File: src/rtl/csr_timer_unit.sv
// csr_timer_unit: NUM_CH LoongArch-style countdown timers (TCFG/TVAL/TICLR) with
// registered per-channel interrupts, plus a free-running stable counter for rdcnt.
module csr_timer_unit #(
    parameter int unsigned NUM_CH = 2,
    parameter int unsigned TW     = 32,
    parameter int unsigned CNT_W  = 64
) (
    input  logic              clk,
    input  logic              reset,
    input  logic              wr_en,
    input  logic [2:0]        wr_ch,
    input  logic              wr_sel,
    input  logic [31:0]       wr_data,
    input  logic [31:0]       wr_mask,
    input  logic [2:0]        rd_ch,
    input  logic [1:0]        rd_sel,
    output logic [31:0]       rd_data,
    input  logic              halt,
    output logic [NUM_CH-1:0] timer_irq,
    output logic              irq_any,
    output logic [31:0]       counter_hi,
    output logic [31:0]       counter_lo
);

    logic [TW-1:0]     tcfg_q [NUM_CH];
    logic [TW-1:0]     tcfg_d [NUM_CH];
    logic [TW-1:0]     tval_q [NUM_CH];
    logic [TW-1:0]     tval_d [NUM_CH];
    logic [NUM_CH-1:0] pend_q, pend_d;
    logic [NUM_CH-1:0] expire;
    logic [CNT_W-1:0]  cnt_q;
    logic [63:0]       cnt_ext;

    // Expiry: an enabled, unhalted channel whose TVAL is about to step from 1.
    always_comb begin
        expire = '0;
        for (int i = 0; i < NUM_CH; i++) begin
            expire[i] = tcfg_q[i][0] && !halt && (tval_q[i] == TW'(1));
        end
    end

    // Per-channel next state: countdown first, then CSR writes layered on top
    // (a TCFG write overrides TVAL, a TICLR clear loses to a coincident expiry).
    always_comb begin
        for (int i = 0; i < NUM_CH; i++) begin
            tcfg_d[i] = tcfg_q[i];
            tval_d[i] = tval_q[i];
            pend_d[i] = pend_q[i];
            if (tcfg_q[i][0] && !halt && (tval_q[i] != '0)) begin
                if (expire[i]) begin
                    pend_d[i] = 1'b1;
                    tval_d[i] = tcfg_q[i][1] ? (tcfg_q[i] & ~TW'(3)) : '0;
                end else begin
                    tval_d[i] = tval_q[i] - TW'(1);
                end
            end
            if (wr_en && (wr_ch == 3'(i))) begin
                if (!wr_sel) begin
                    tcfg_d[i] = TW'((32'(tcfg_q[i]) & ~wr_mask) | (wr_data & wr_mask));
                    tval_d[i] = tcfg_d[i] & ~TW'(3);
                end else if (wr_data[0] && wr_mask[0] && !expire[i]) begin
                    pend_d[i] = 1'b0;
                end
            end
        end
    end

    // Timer state registers with synchronous reset.
    always_ff @(posedge clk) begin
        if (reset) begin
            for (int i = 0; i < NUM_CH; i++) begin
                tcfg_q[i] <= '0;
                tval_q[i] <= '0;
            end
            pend_q <= '0;
        end else begin
            for (int i = 0; i < NUM_CH; i++) begin
                tcfg_q[i] <= tcfg_d[i];
                tval_q[i] <= tval_d[i];
            end
            pend_q <= pend_d;
        end
    end

    // Stable counter: free-running, ignores halt, wraps naturally.
    always_ff @(posedge clk) begin
        if (reset) begin
            cnt_q <= '0;
        end else begin
            cnt_q <= cnt_q + CNT_W'(1);
        end
    end

    // Combinational CSR read mux; unknown channels and the reserved selector read 0.
    always_comb begin
        rd_data = '0;
        for (int i = 0; i < NUM_CH; i++) begin
            if (rd_ch == 3'(i)) begin
                case (rd_sel)
                    2'd0:    rd_data = 32'(tcfg_q[i]);
                    2'd1:    rd_data = 32'(tval_q[i]);
                    default: rd_data = '0;
                endcase
            end
        end
    end

    assign cnt_ext    = 64'(cnt_q);
    assign counter_hi = cnt_ext[63:32];
    assign counter_lo = cnt_ext[31:0];
    assign timer_irq  = pend_q;
    assign irq_any    = |pend_q;

endmodule

File: config.mk
export PLATFORM = sky130hd
export DESIGN_NAME = csr_timer_unit
export DESIGN_NICKNAME = d
export VERILOG_FILES = /design/src/rtl/csr_timer_unit.sv
export SDC_FILE = /design/constraint.sdc
export NUM_CORES = 1
export LEC_CHECK = 0
export CELL_PAD_IN_SITES_DETAIL_PLACEMENT = 0
export CELL_PAD_IN_SITES_GLOBAL_PLACEMENT = 1
export CORE_ASPECT_RATIO = 1.2
export CORE_MARGIN = 4
export CORE_UTILIZATION = 41
export CTS_CLUSTER_DIAMETER = 150
export DETAILED_ROUTE_END_ITERATION = 16
export GPL_ROUTABILITY_DRIVEN = 1
export GPL_TIMING_DRIVEN = 0
export PLACE_DENSITY = 0.88
export SLEW_MARGIN = 20
export SYNTH_ARGS = -nofsm -noshare
export SYNTH_HDL_FRONTEND = slang
export SYNTH_SLANG_ARGS = --single-unit
File: constraint.sdc
create_clock -name clk -period 3.5 [get_ports clk]
set_clock_uncertainty 0.1 [all_clocks]
set_input_delay 0.875 -clock clk [delete_from_list [all_inputs] [get_ports clk]]
set_output_delay 0.875 -clock clk [all_outputs]
set_load 0.02 [all_outputs]
==> impl_metrics.csv <==
group,metric,value,unit
global_route,grt_pass1_vias,12600,
synthesis,muxShareOfSynthArea,0.117,
synthesis,syn_inst,1505,
synthesis,ys_warn_count,0,
timing,finalSetupViolations,0,
clock_tree,path_clk_slew,0.07,ns
placement,dpl-instance-area,13900,µm²
placement,gp_congestion,1.08,
final_layout,drive_gt1_frac,0.0965,
die,die_y,194,µm
timing,max_freq,0.288,GHz
pwr,vdd_drop_max,0.256,mV
synthesis,synth_top_family_by_area,"simple AND/OR/NAND/NOR gates",
clock_tree,cts_htree_levels,4,
worst_hold_path,min_path_type,"register to register",
synthesis,synth-edff-count,0,
worst_hold_path,holdPathStages,2,
synthesis,synth_compound_area_frac,0.178,
pwr,power_frac_seq,0.447,
timing,maxSlewViolCount,0,
routing,first_pass_iters,5,
final_layout,final_nets,1769,
final_layout,layout.cells.non_filler,2079,
setup_path,path_class,"input pin to output pin",
final_layout,diodes,0,
placement,dp_worst_setup_slack,-0.888,ns
synthesis,yosys.area_share.simple,0.280,
timing,relSlewSlack,0.208,
synthesis,synth.avg_cell_area,7.82,µm²
clock_tree,cts.path.max_buffers,2,
timing,finalCriticalPeriod,3.48,ns
setup_path,end_kind,"output pin",
pwr,p_clk_frac,0.417,
routing,via_count,12800,
clock_tree,cts_tree,"built",
synthesis,syn_nets,1587,
final_layout,final_core_util,0.519,
die,dieWidth,163,µm
timing,tightest_slew,1.18,ns
setup_path,startpoint_type,"input pin",
status,status,"completed",
clock_tree,postCtsSetupBuffers,0,
synthesis,ys_seq_area_frac,0.330,
timing,final_hold_viol_count,0,
final_layout,fin_area,14600,µm²
clock_tree,root_buffer,"clkbuf_16",
routing,drc,0,
global_route,grt.overflow.total,0,
die,row_count,67,
placement,io_buffer_count,164,
pwr,p_leak,5.29,nW
pwr,p_comb_frac,0.137,
pwr,p_sw_frac,0.291,
global_route,grt_usage,0.306,
routing,ant_nets,0,
die,ios,176,
clock_tree,clkSinkCount,194,
die,start_util,0.419,
global_route,grt_pass1_wl,74.9,mm
flow_run,maxCapViolCount,0,
synthesis,synth_area,11800,µm²
die,core,28100,µm²
setup_path,reg2regPathDepth,8,
clock_tree,cts_buffers,17,
timing,rsz0062_at_grt,"true",
clock_tree,clock_latency,0.45,ns
synthesis,synth-main-ff-cell,"dfxtp_1",
routing,wl_per_cell,23.9,µm
placement,dp_cells,2048,
pwr,internal-power,3.57,mW
setup_path,arrival,2.50,ns
setup_path,worstPathRequired,2.52,ns
placement,dp_hpwl,38.0,mm
clock_tree,hold_buffers,0,
pwr,power-per-cell-area,345,nW/µm²
die,dieArea,31500,µm²
global_route,antenna_found_initial,0,
synthesis,synth-seq-cells,194,
pwr,netSwitchingPower,1.47,mW
setup_path,path_max_fanout,10,
routing,drt_iter0_drc,1182,
synthesis,yosysUniqueCellTypes,73,
routing,wl,49.7,mm
timing,fin_crit_sh,0.994,
final_layout,area_growth,24.0,%
global_route,grt_max_degree,19,
synthesis,synth_fa_ha_area_frac,0.00532,
synthesis,synthXorXnorAreaFrac,0.0439,
synthesis,async_flop_share,0,
routing,viasPerCell,6.16,
timing,final.setup.worst_slack,0.0223,ns
cell usage after synthesis, drive strengths merged, types with 14 or more instances:
master	number	area (µm²)
nand2	186	703
and3	33	206
buf	39	231
mux2	15	169
clkbuf	68	255
nor2	133	499
or3	21	131
dfxtp	194	3880
nand4	34	213
mux2i	121	1210
xnor2	26	228
a21oi	97	485
a211oi	18	135
xor2	33	289
o211ai	17	128
nor3	43	215
or4	14	118
nand2b	17	106
nand3	97	485
o21ai	66	330
nor4	33	253
o22ai	47	294
sequential cells by signal (all words and copies together) (netlist names), named ones only:
register   cells
cnt_ext       64
tval_q        64
tcfg_q        60
timer_irq      2
critical path, stage by stage:
cell	delay (ns)
clkdlybuf4s50_1	0.44
nor3_4	0.26
nand2b_4	0.13
clkbuf_8	0.21
o22ai_2	0.27
clkdlybuf4s15_2	0.30
cell usage in the layout, fill, tap and decap left out, drive strengths merged, types with 11 or more instances in the layout:
| master | instances |
|---|---|
| dfxtp | 194 |
| nand2 | 186 |
| nor2 | 133 |
| clkdlybuf4s50 | 132 |
| mux2i | 121 |
| a21oi | 97 |
| nand3 | 97 |
| clkbuf | 96 |
| o21ai | 66 |
| o22ai | 47 |
| nor3 | 43 |
| buf | 43 |
| nand4 | 34 |
| and3 | 33 |
| xor2 | 33 |
| nor4 | 33 |
| xnor2 | 26 |
| or3 | 21 |
| inv | 20 |
| a211oi | 18 |
| o211ai | 17 |
| nand2b | 17 |
| mux2 | 15 |
| clkdlybuf4s15 | 15 |
| or4 | 14 |
| a31oi | 12 |
| nor2b | 11 |
layout make-up:
class,instances,area [µm²]
Multi-Input combinational cell,1192,7490
Fill cell,2734,13500
Buffer,106,520
Clock inverter,15,173
Clock buffer,17,425
Timing Repair Buffer,164,1580
Inverter,12,45.0
Sequential cell,194,3880
Tap cell,379,474
worst paths after layout:
check	startpoint	to	slack (ns)
max	rd_sel[1]	rd_data[13]	0.02
max reg2reg	tval_q[0][20]	tval_q[0][19]	0.07
min reg2reg	tcfg_q[0][60]	tcfg_q[0][60]	0.39
min	tcfg_q[0][60]	tcfg_q[0][60]	0.39
through the flow:
| step | hold slack [ns] | TNS, ns | total power, mW |
|---|---|---|---|
| floorplan | 0.353 | 0 | 2.67 |
| global placement | 0.371 | -55.76 | 2.96 |
| detailed placement | 0.380 | -54.35 | 2.96 |
| CTS | 0.390 | -0.0626 | 5.03 |
| global route | 0.411 | -0.0262 | 5.18 |
| finish | 0.389 | 0 | 5.03 |
layer usage:
layer / vias up / share of wire / GRT usage
met5: - / 0 / 0
met4: 0 / 0.056 / 0.152
met3: 176 / 0.078 / 0.0511
met2: 686 / 0.46 / 0.504
met1: 6029 / 0.40 / 0.386
li1: 5915 / - / -
power by group through the flow:
stage / sequential (mW) / clock, mW / combinational (mW)
2_1_floorplan: 2.29 / 0 / 0.377
3_3_place_gp: 2.30 / 0 / 0.661
3_5_place_dp: 2.30 / 0 / 0.659
4_1_cts: 2.25 / 2.11 / 0.670
5_1_grt: 2.25 / 2.20 / 0.730
6_report: 2.25 / 2.10 / 0.687
logic make-up (layout without fill, tap and decap cells):
group | Yosys count | in the layout
multiplexers | 136 | 136
AO/OA/AOI/OAI | 331 | 331
adder cells (fa/ha/maj) | 5 | 5
flip-flops | 194 | 194
AND/OR/NAND/NOR | 661 | 661
buffers and inverters | 119 | 314
XOR/XNOR | 59 | 59
what timing repair did:
action                     in CTS  in global routing
pin swaps                       0                  1
gates resized for setup       101                 41
setup endpoints to repair      68                 72
No activity file was read; power rests on OpenSTA's default activity.
